### src/rtl/data_bus_bridge_pkg.sv
// data_bus_bridge_pkg
// Shared definitions for the core data-bus bridge: FSM state encoding,
// the default access timeout and the cause code handed to the exception
// unit when an access is aborted.
package data_bus_bridge_pkg;

  typedef enum logic [1:0] {
    StIdle = 2'd0,
    StBusy = 2'd1,
    StDone = 2'd2
  } busState_t;

  // BUSY cycles without an ack before an access is abandoned.
  localparam int unsigned DBUS_TIMEOUT_DEFAULT = 255;

  // Cause code reported to the exception unit alongside oBusError.
  localparam logic [3:0] DBUS_ERR_CAUSE = 4'd5;

  // Timeout counter width: one spare bit so the terminal value always fits.
  function automatic int unsigned dbusCounterWidth(input int unsigned timeoutCycles);
    return $clog2(timeoutCycles) + 1;
  endfunction

endpackage

### src/rtl/bus_timeout_counter.sv
// bus_timeout_counter
// Saturating cycle counter used to bound how long the bridge waits for an ack.
//   iCLK, iRST : clock, asynchronous active-high reset
//   iClear     : synchronous clear (wins over iEnable)
//   iEnable    : count one cycle
//   oTerminal  : count equals TIMEOUT_CYCLES-1
module bus_timeout_counter
  import data_bus_bridge_pkg::*;
#(
  parameter int unsigned TIMEOUT_CYCLES = DBUS_TIMEOUT_DEFAULT
) (
  input  logic iCLK,
  input  logic iRST,
  input  logic iClear,
  input  logic iEnable,
  output logic oTerminal
);

  localparam int unsigned CW = dbusCounterWidth(TIMEOUT_CYCLES);
  localparam logic [CW-1:0] TermCount = CW'(TIMEOUT_CYCLES - 1);
  localparam logic [CW-1:0] MaxCount  = '1;

  logic [CW-1:0] countQ;

  always_ff @(posedge iCLK or posedge iRST) begin
    if (iRST) begin
      countQ <= '0;
    end else if (iClear) begin
      countQ <= '0;
    end else if (iEnable && (countQ != MaxCount)) begin
      // Holds at all-ones rather than wrapping back to zero.
      countQ <= countQ + CW'(1);
    end
  end

  assign oTerminal = (countQ == TermCount);

endmodule

### src/rtl/data_bus_bridge.sv
// data_bus_bridge
// Bridges the single-cycle core data bus onto a req/ack memory bus. A core
// load/store is captured in IDLE, presented on the memory side while BUSY
// until acked or timed out, and retired by the core in the DONE cycle.
//   iCLK, iRST                     : clock, asynchronous active-high reset
//   iCoreRead/iCoreWrite           : core load / store request
//   iCoreByteEnable/Address/WData  : core access attributes
//   oCoreReadData                  : load data back to the core
//   oCoreStall                     : combinational core hold
//   oMemReq/We/ByteEnable/Address/WriteData : registered memory-side access
//   iMemReadData, iMemAck          : memory response
//   oBusError, oErrAddress         : timeout pulse and faulting address
module data_bus_bridge
  import data_bus_bridge_pkg::*;
#(
  parameter int unsigned TIMEOUT_CYCLES = DBUS_TIMEOUT_DEFAULT
) (
  input  logic        iCLK,
  input  logic        iRST,
  input  logic        iCoreRead,
  input  logic        iCoreWrite,
  input  logic [3:0]  iCoreByteEnable,
  input  logic [31:0] iCoreAddress,
  input  logic [31:0] iCoreWriteData,
  output logic [31:0] oCoreReadData,
  output logic        oCoreStall,
  output logic        oMemReq,
  output logic        oMemWe,
  output logic [3:0]  oMemByteEnable,
  output logic [31:0] oMemAddress,
  output logic [31:0] oMemWriteData,
  input  logic [31:0] iMemReadData,
  input  logic        iMemAck,
  output logic        oBusError,
  output logic [31:0] oErrAddress
);

  busState_t state;
  logic      access;
  logic      timeoutHit;

  assign access = iCoreRead | iCoreWrite;

  bus_timeout_counter #(
    .TIMEOUT_CYCLES(TIMEOUT_CYCLES)
  ) uTimeout (
    .iCLK     (iCLK),
    .iRST     (iRST),
    .iClear   ((state == StIdle) && access),
    .iEnable  ((state == StBusy) && !iMemAck),
    .oTerminal(timeoutHit)
  );

  // Stall must be combinational so the core holds in the very cycle it issues.
  assign oCoreStall = ((state == StIdle) && access) || (state == StBusy);

  always_ff @(posedge iCLK or posedge iRST) begin
    if (iRST) begin
      state          <= StIdle;
      oMemReq        <= 1'b0;
      oMemWe         <= 1'b0;
      oMemByteEnable <= '0;
      oMemAddress    <= '0;
      oMemWriteData  <= '0;
      oCoreReadData  <= '0;
      oBusError      <= 1'b0;
      oErrAddress    <= '0;
    end else begin
      oBusError <= 1'b0;
      unique case (state)
        StIdle: begin
          if (access) begin
            // A simultaneous read and write is treated as a write.
            oMemWe         <= iCoreWrite;
            oMemByteEnable <= iCoreByteEnable;
            oMemAddress    <= iCoreAddress;
            oMemWriteData  <= iCoreWriteData;
            oMemReq        <= 1'b1;
            state          <= StBusy;
          end
        end
        StBusy: begin
          // Ack takes priority over a timeout landing in the same cycle.
          if (iMemAck) begin
            if (!oMemWe) begin
              oCoreReadData <= iMemReadData;
            end
            oMemReq <= 1'b0;
            state   <= StDone;
          end else if (timeoutHit) begin
            oCoreReadData <= '0;
            oBusError     <= 1'b1;
            oErrAddress   <= oMemAddress;
            oMemReq       <= 1'b0;
            state         <= StDone;
          end
        end
        StDone: begin
          // Core retires here; a new access is only seen back in IDLE.
          state <= StIdle;
        end
        default: begin
          oMemReq <= 1'b0;
          state   <= StIdle;
        end
      endcase
    end
  end

endmodule

### config.mk
export PLATFORM = sky130hd
export DESIGN_NAME = data_bus_bridge
export DESIGN_NICKNAME = d
export VERILOG_FILES = /design/src/rtl/data_bus_bridge_pkg.sv /design/src/rtl/bus_timeout_counter.sv /design/src/rtl/data_bus_bridge.sv
export SDC_FILE = /design/constraint.sdc
export NUM_CORES = 1
export LEC_CHECK = 0
export ABC_CLOCK_PERIOD_IN_PS = 5600
export BUFFER_PORTS_ARGS = -buffer_cell sky130_fd_sc_hd__buf_2
export CAP_MARGIN = 20
export CORE_MARGIN = 2
export CORE_UTILIZATION = 48
export CTS_CLUSTER_DIAMETER = 100
export DETAILED_ROUTE_END_ITERATION = 8
export GPL_ROUTABILITY_DRIVEN = 0
export HOLD_SLACK_MARGIN = 0.12
export PLACE_DENSITY = 0.83
export SLEW_MARGIN = 20
export SYNTH_ARGS = -nofsm -noshare
export SYNTH_HDL_FRONTEND = slang
export SYNTH_HIERARCHICAL = 1
export SYNTH_SLANG_ARGS = --single-unit
export TNS_END_PERCENT = 1
### constraint.sdc
create_clock -name iCLK -period 5.6 [get_ports iCLK]
set_input_delay 1.12 -clock iCLK [delete_from_list [all_inputs] [get_ports iCLK]]
set_output_delay 1.12 -clock iCLK [all_outputs]
set_load 0.1 [all_outputs]
* Word level (Yosys, flattened, before mapping) *
Index checks and enable logic that the tools add are counted.

word-level totals
  input bits = 105
  flip-flop bits (word level) = 146

cells by class
  bitwise logic cells = 3
  equality and inequality tests = 7
  reductions and logical operators = 13
  add/subtract/negate cells = 1
  mux-type cells = 16

operators with widths
  operator               count
  $mux W32               3
  $mux W9                2
  $add A9 B1 Y9 const B  1
  $eq A9 B8 Y1 const B   1
  $ne A9 B9 Y1 const B   1
  $reduce_and A3 Y1      3
  $mux W1                6
  $mux W2                3
  $ne A2 B2 Y1 const B   2
  $pmux W2 S2            1
  $reduce_and A2 Y1      2
  $reduce_bool A2 Y1     2
  $logic_and A1 B1 Y1    3
  $ne A3 B3 Y1 const B   1
  $pmux W1 S3            1
  $eq A2 B1 Y1 const B   1
  $eq A2 B2 Y1 const B   1
  $logic_not A2 Y1       1
  $not A1 Y1             2
  $logic_not A1 Y1       1
  $logic_or A1 B1 Y1     1
  $or A1 B1 Y1           1

* Logic depth before layout (Yosys ltp) *
Gate-level depths: netlist (run 1).

  word-level depth = 5
  depth in mapped cells = 8

* Hierarchy *
The synthesis (run 1) kept the hierarchy.

modules (own cells, without submodules)
  module               area each (um2)  instances  cells each  seq. area each (um2)
  data_bus_bridge      5221.3           1          305         3428.3
  bus_timeout_counter  485.5            1          51          225.2

* Worst setup path before layout (run 1) *
Ideal clock, no wire load.

  path kind = input to output
  start point = input iCoreWrite
  end point = output oCoreStall
  cell stages on the path = 2
  required time = 4.480 ns
  buffers on the path = 0
  path slack = 2.636 ns
  arrival = 1.844 ns
  cells stage by stage = o21ai_2 > nand2_1

between the ends
  longest elaborated chain between the ends = 3

RTL lines
  what                 RTL line               source
  start, declared      data_bus_bridge.sv:21  input logic iCoreWrite,
  $or A1 B1 Y1         data_bus_bridge.sv:42  assign access = iCoreRead | iCoreWrite;
  $logic_and A1 B1 Y1  data_bus_bridge.sv:55  assign oCoreStall = ((state == StIdle) && access) || (state == StBusy);
  $logic_or A1 B1 Y1   data_bus_bridge.sv:55
  end, declared        data_bus_bridge.sv:26  output logic oCoreStall,

Every way passes these cells.

* Worst setup path in the final report (run 1) *
Same ends and word-level chain as after synthesis.

==> results by group, run 1 <==
Run status
  • Outcome: finished with violations
  • Failing checks: DRC

STA
  • Total negative setup slack: 0 ns
  • Slew headroom: 32.6%
  • # setup viols final: 0
  • Clk_skew: 0.00792 ns
  • RSZ-0062 raised after global routing: false
  • Fin crit period: 2.91 ns
  • Fin Hold WS: 0.478 ns
  • Endpoints failing hold: 0
  • Setup WS post-layout: 2.69 ns
  • Post-route clock period utilization: 51.9%
  • Worst-Margin Slew: 1.01 ns
  • F_max: 0.344 GHz
  • Max-slew violations: 0

Global route
  • Initial antenna violation count: 0
  • First-pass GRT wire length: 20500 um
  • Vias in the first global route: 4052
  • Gr usage total: 20.5%
  • Met3 Usage GRT: 4.71%
  • Grt peak-use layer: met2
  • Total gr overflow: 0
  • Largest net degree at the start of global routing: 97
  • GR met1 Demand/Resource: 25.0%
  • GR Util met2: 35.0%

Yosys
  • Synth cell types: 36
  • Synth Area in Adders: 0.658%
  • Synthesized net count: 464
  • Sequential area share after synthesis: 64.0%
  • Post-synthesis simple-gate area fraction: 3.31%
  • Seq cells post-synth: 146
  • Syn avg cell area: 16.0 um^2
  • Main combinational cell family by area after synthesis: multiplexers
  • Xor/xnor share of the synthesized area: 0.307%
  • Yosys Warn Count: 6
  • Post-synthesis compound-gate area fraction: 6.69%
  • Multiplexer share of the synthesized area: 21.8%
  • Netlist area before placement: 5710 um^2
  • Synth Instances: 356

Critical path
  • Slowest CP cell: buf_2
  • Critical path endpoint category: output port
  • Max incr delay on CP: 0.42 ns
  • WP data required: 4.48 ns
  • Kind of critical path: input pin to output port
  • Critical path launch point type: input pin
  • CP cell instances: buf_2, o21ai_2, nand2_1, buf_2
  • CP Data Arrival Time: 1.79 ns
  • Crit path top cell by count: buf_2
  • Critical Path Fanout Max: 3

Place
  • DP Cell Count: 723
  • HPWL after DPL: 9020 um
  • Pre-CTS WS: 2.52 ns
  • PortBufs: 240

Floorplan
  • Starting Density: 49.6%
  • Die H: 113 um
  • Die area: 12800 um^2
  • Die span in x: 113 um
  • FP Rows: 39
  • Core Region: 11500 um^2
  • IO Count: 241

Layout
  • Antenna diode count: 0
  • Synthesis-to-layout area growth: 31.8%
  • Area of the multi-input gates: 1880 um^2
  • Final Non-Filler Cells: 755
  • Fill count: 876
  • Nets: 708
  • Fraction of layout cells with a size suffix above 1: 56.0%
  • Register area: 3650 um^2

Clock tree
  • Clock buffer depth: 2
  • H-tree levels: 4
  • CTS clk-pin slew, worst paths: 0.05 ns
  • Post-CTS Resized: 0
  • Post-CTS setup buffers: 0
  • Total CTS buffers: 17
  • Clock root cell: clkbuf_16
  • Sink Count: 146
  • CTS tree: yes
  • Worst-skew pair later-pin latency: 0.41 ns
  • CTS Hold Bufs: 0

Detailed routing
  • Wirelength per Cell: 16.9 um
  • DRC viols: 20
  • Pre-antenna DRT Iters: 6
  • Routed Antenna Nets: 0
  • 1st-iter DRT viols: 265
  • Mean number of vias per cell: 5.10
  • Final wirelength: 12800 um
  • Via Count: 3854

Min path
  • Worst hold path class: flip-flop to flip-flop

Flow run
  • Max-cap viol count: 0
-- stage by stage --
| stage | util [%] | instance area, um^2 |
|---|---|---|
| floorplan | - | 5710 |
| global placement | 60.5 | 6960 |
| detailed placement | 60.5 | 6960 |
| CTS | 65.2 | 7510 |
| global route | 65.3 | 7520 |
| finish | 65.3 | 7520 |
-- worst paths after layout --
path / from / end / slack [ns] / depth (start not counted)
max reg2reg: uTimeout/countQ[0] / oCoreReadData[6] / 3.08 / 7
min: oMemWriteData[11] / oMemWriteData[11] / 0.48 / 1
max in group asynchronous: iRST / oMemWriteData[28] / 3.62 / 3
min in group asynchronous: iRST / uTimeout/countQ[4] / 0.72 / 2
min reg2reg: oMemWriteData[11] / oMemWriteData[11] / 0.48 / 1
max: iCoreWrite / oCoreStall / 2.69 / 4
-- cell usage after synthesis, drive strengths merged --
library cell / number / share of area [%]
o31ai: 2 / 0.26
nand3: 1 / 0.088
a21o: 1 / 0.13
nor3b: 2 / 0.55
nand2: 6 / 0.39
ha: 3 / 0.66
a211oi: 1 / 0.13
nand4: 1 / 0.11
nand3b: 1 / 0.13
nor3: 1 / 0.088
mux2: 100 / 22
nor2: 7 / 0.46
inv: 9 / 0.59
nand2b: 1 / 0.24
or3: 4 / 0.48
o21ai: 5 / 0.50
nor2b: 1 / 0.11
a22o: 33 / 5.1
dfrtp: 146 / 64
a21oi: 5 / 0.44
nor4: 1 / 0.11
xnor2: 2 / 0.31
mux2i: 1 / 0.18
and2: 1 / 0.15
a211o: 1 / 0.15
or4: 1 / 0.13
buf: 18 / 2.6
nand4b: 1 / 0.26
-- layer usage --
layer,part of all wire (%),vias up
met1,40,1915
met2,52,148
met4,1.9,0
li1,-,1768
met3,6.3,23
met5,0,-
-- cell type report --
type | count | share of cell area (%)
clock inverter | 3 | 0.266
tap | 143 | 2.38
multi-input combinational | 183 | 25.0
inverter | 9 | 0.516
clock buffer | 28 | 7.00
timing repair buffer | 243 | 16.3
sequential | 146 | 48.6
-- sequential cells by signal (all words and copies together), names as in the netlist --
register         flops
oMemWe               1
oErrAddress         32
uTimeout/countQ      9
oBusError            1
state                2
oCoreReadData       32
oMemByteEnable       4
oMemAddress         32
oMemWriteData       32
oMemReq              1
-- layout by cell type (no fill, tap or decap), types with 7 or more instances in the layout --
| cell type | instances |
|---|---|
| a22o_1 | 33 |
| buf_2 | 240 |
| clkbuf_16 | 17 |
| dfrtp_1 | 146 |
| inv_1 | 7 |
| mux2_1 | 36 |
| mux2_2 | 35 |
| mux2_4 | 29 |
| nor2_1 | 7 |
-- worst max-delay path: cells and delay by family --
family	cells	cell delay [ns]
AOI/OAI and AO/OA	1	0.08
buffers and inverters	2	0.52
and+or+nand+nor	1	0.07
-- logic make-up after synthesis --
kind of cell    Yosys count
fa+ha+maj                 3
compound gates           48
simple gates             29
xor+xnor                  2
flops                   146
mux                     101
buf+inv                  27
Power of run 1 is left out: the tool's default activity adds up to more than one toggle a clock period on the data nets, which glitch-free logic cannot reach.
==> inputs of run 2 (changes only) <==
Settings changed: ABC_CLOCK_PERIOD_IN_PS 5600 to 2600, CORE_UTILIZATION 48 to 43, PLACE_DENSITY 0.83 to 0.79.
Clock period 5.6 ns to 2.6 ns, I/O delays scaled along.
==> results by group, run 2 (synthesis gave the netlist of run 1 again) <==
STA
  • Max-slew violations: 0
  • Slew headroom: 36.5%
  • F_max: 0.429 GHz
  • Post-route clock period utilization: 89.6%
  • Total negative setup slack: 0 ns
  • Fin Hold WS: 0.316 ns
  • Worst-Margin Slew: 0.952 ns
  • Clk_skew: 0.00871 ns
  • Endpoints failing hold: 0
  • Fin crit period: 2.33 ns
  • # setup viols final: 0
  • RSZ-0062 raised after global routing: false

Critical path
  • Crit path top cell by count: inv_1
  • CP cell instances: inv_1, ha_1, inv_1, nor4_1, buf_4, nor2_1, a211o_1, a22o_1
  • CP Data Arrival Time: 2.63 ns
  • Critical path endpoint category: flip-flop
  • Kind of critical path: flip-flop to flip-flop
  • WP data required: 2.90 ns
  • Slowest CP cell: a211o_1
  • Critical Path Fanout Max: 32
  • Max incr delay on CP: 0.59 ns
  • Critical path launch point type: flip-flop

Floorplan
  • IO Count: 241
  • Starting Density: 43.6%
  • FP Rows: 42
  • Core Region: 13100 um^2
  • Die area: 14200 um^2
  • Die span in x: 119 um
  • Die H: 119 um

Layout
  • Most common cell after layout, fill and taps aside: buf_2
  • Synthesis-to-layout area growth: 34.7%
  • Most frequent cells in the layout: buf_2, dfrtp_1, mux2_1, mux2_2, a22o_1
  • Nets: 714
  • Fill count: 1016
  • Fraction of layout cells with a size suffix above 1: 56.7%
  • Antenna diode count: 0

Detailed routing
  • Wirelength per Cell: 16.9 um
  • 1st-iter DRT viols: 309
  • Routed Antenna Nets: 0
  • Via Count: 3970
  • DRC viols: 0
  • Pre-antenna DRT Iters: 4
  • Mean number of vias per cell: 4.99
  • Final wirelength: 13500 um

Clock tree
  • Clock root cell: clkbuf_16
  • H-tree levels: 4
  • CTS tree: yes
  • Total CTS buffers: 17
  • Post-CTS setup buffers: 0
  • Sink Count: 146
  • CTS clk-pin slew, worst paths: 0.06 ns
  • Post-CTS Resized: 0
  • Worst-skew pair later-pin latency: 0.42 ns
  • CTS Hold Bufs: 1
  • Clock buffer depth: 2

Run status
  • Outcome: complete, no violations

Flow run
  • Max-cap viol count: 0

Global route
  • Total gr overflow: 0
  • Gr usage total: 19.6%
  • First-pass GRT wire length: 21500 um
  • Initial antenna violation count: 0
  • Largest net degree at the start of global routing: 62
  • Vias in the first global route: 4171

Place
  • PortBufs: 240
  • HPWL after DPL: 9660 um

Min path
  • Worst hold path class: input pin to flip-flop
[run 2: cell count changes in the layout (fill, tap and decap cells not counted)]
cell | previous run | this run
clkbuf_8 | 6 | 1
buf_4 | 2 | 6
bufinv_16 | 0 | 3
clkinvlp_4 | 2 | 5
buf_12 | 0 | 2
clkbuf_1 | 5 | 3
buf_6 | 1 | 0
clkinv_4 | 0 | 1
dlygate4sd3_1 | 0 | 1
inv_8 | 0 | 1
[run 2: area by class of cell]
class / count / area (um^2) / share of cell area [%]
clock buffer: 21 / 450 / 5.86
clock inverter: 11 / 154 / 2.00
inverter: 9 / 37.5 / 0.488
multi-input combinational: 183 / 1880 / 24.4
sequential: 146 / 3650 / 47.5
tap: 176 / 220 / 2.86
timing repair buffer: 249 / 1300 / 16.9
[run 2: final timing paths]
path                                    start                 to  slack [ns]  depth (start not counted)
min reg2reg                           oMemReq            oMemReq        0.47                          2
min in group asynchronous                iRST   oMemWriteData[5]        0.60                          3
max                        uTimeout/countQ[0]  oCoreReadData[22]        0.27                          8
max reg2reg                uTimeout/countQ[0]  oCoreReadData[22]        0.27                          8
min                           iMemReadData[4]   oCoreReadData[4]        0.32                          2
max in group asynchronous                iRST  oMemWriteData[18]        1.25                          4
[run 2: through the flow]
stage	std cells	setup WS [ns]	cell area [um^2]	util, %
floorplan	356	0.373	5710	-
global placement	762	0.430	7070	54.1
detailed placement	762	0.326	7070	54.1
CTS	795	0.274	7690	58.8
global route	795	0.0863	7690	58.8
finish	795	0.270	7690	58.8
[run 2: per-layer routing]
metal / GRT usage (%) / share of wire [%] / vias to the layer above
met2: 33.4 / 51 / 187
met1: 23.0 / 39 / 1970
met3: 5.46 / 7.0 / 25
met5: 0 / 0 / -
met4: 9.08 / 2.5 / 0
li1: - / - / 1788
[run 2: critical path, delay by kind of cell, from the launching register on]
family,cells,cell delay (ns)
AND/OR/NAND/NOR,2,0.33
flip-flops,1,0.43
adder cells (fa/ha/maj),1,0.16
buffers and inverters,3,0.31
AO/OA/AOI/OAI,2,0.97
Power of run 2 is left out for the same reason.
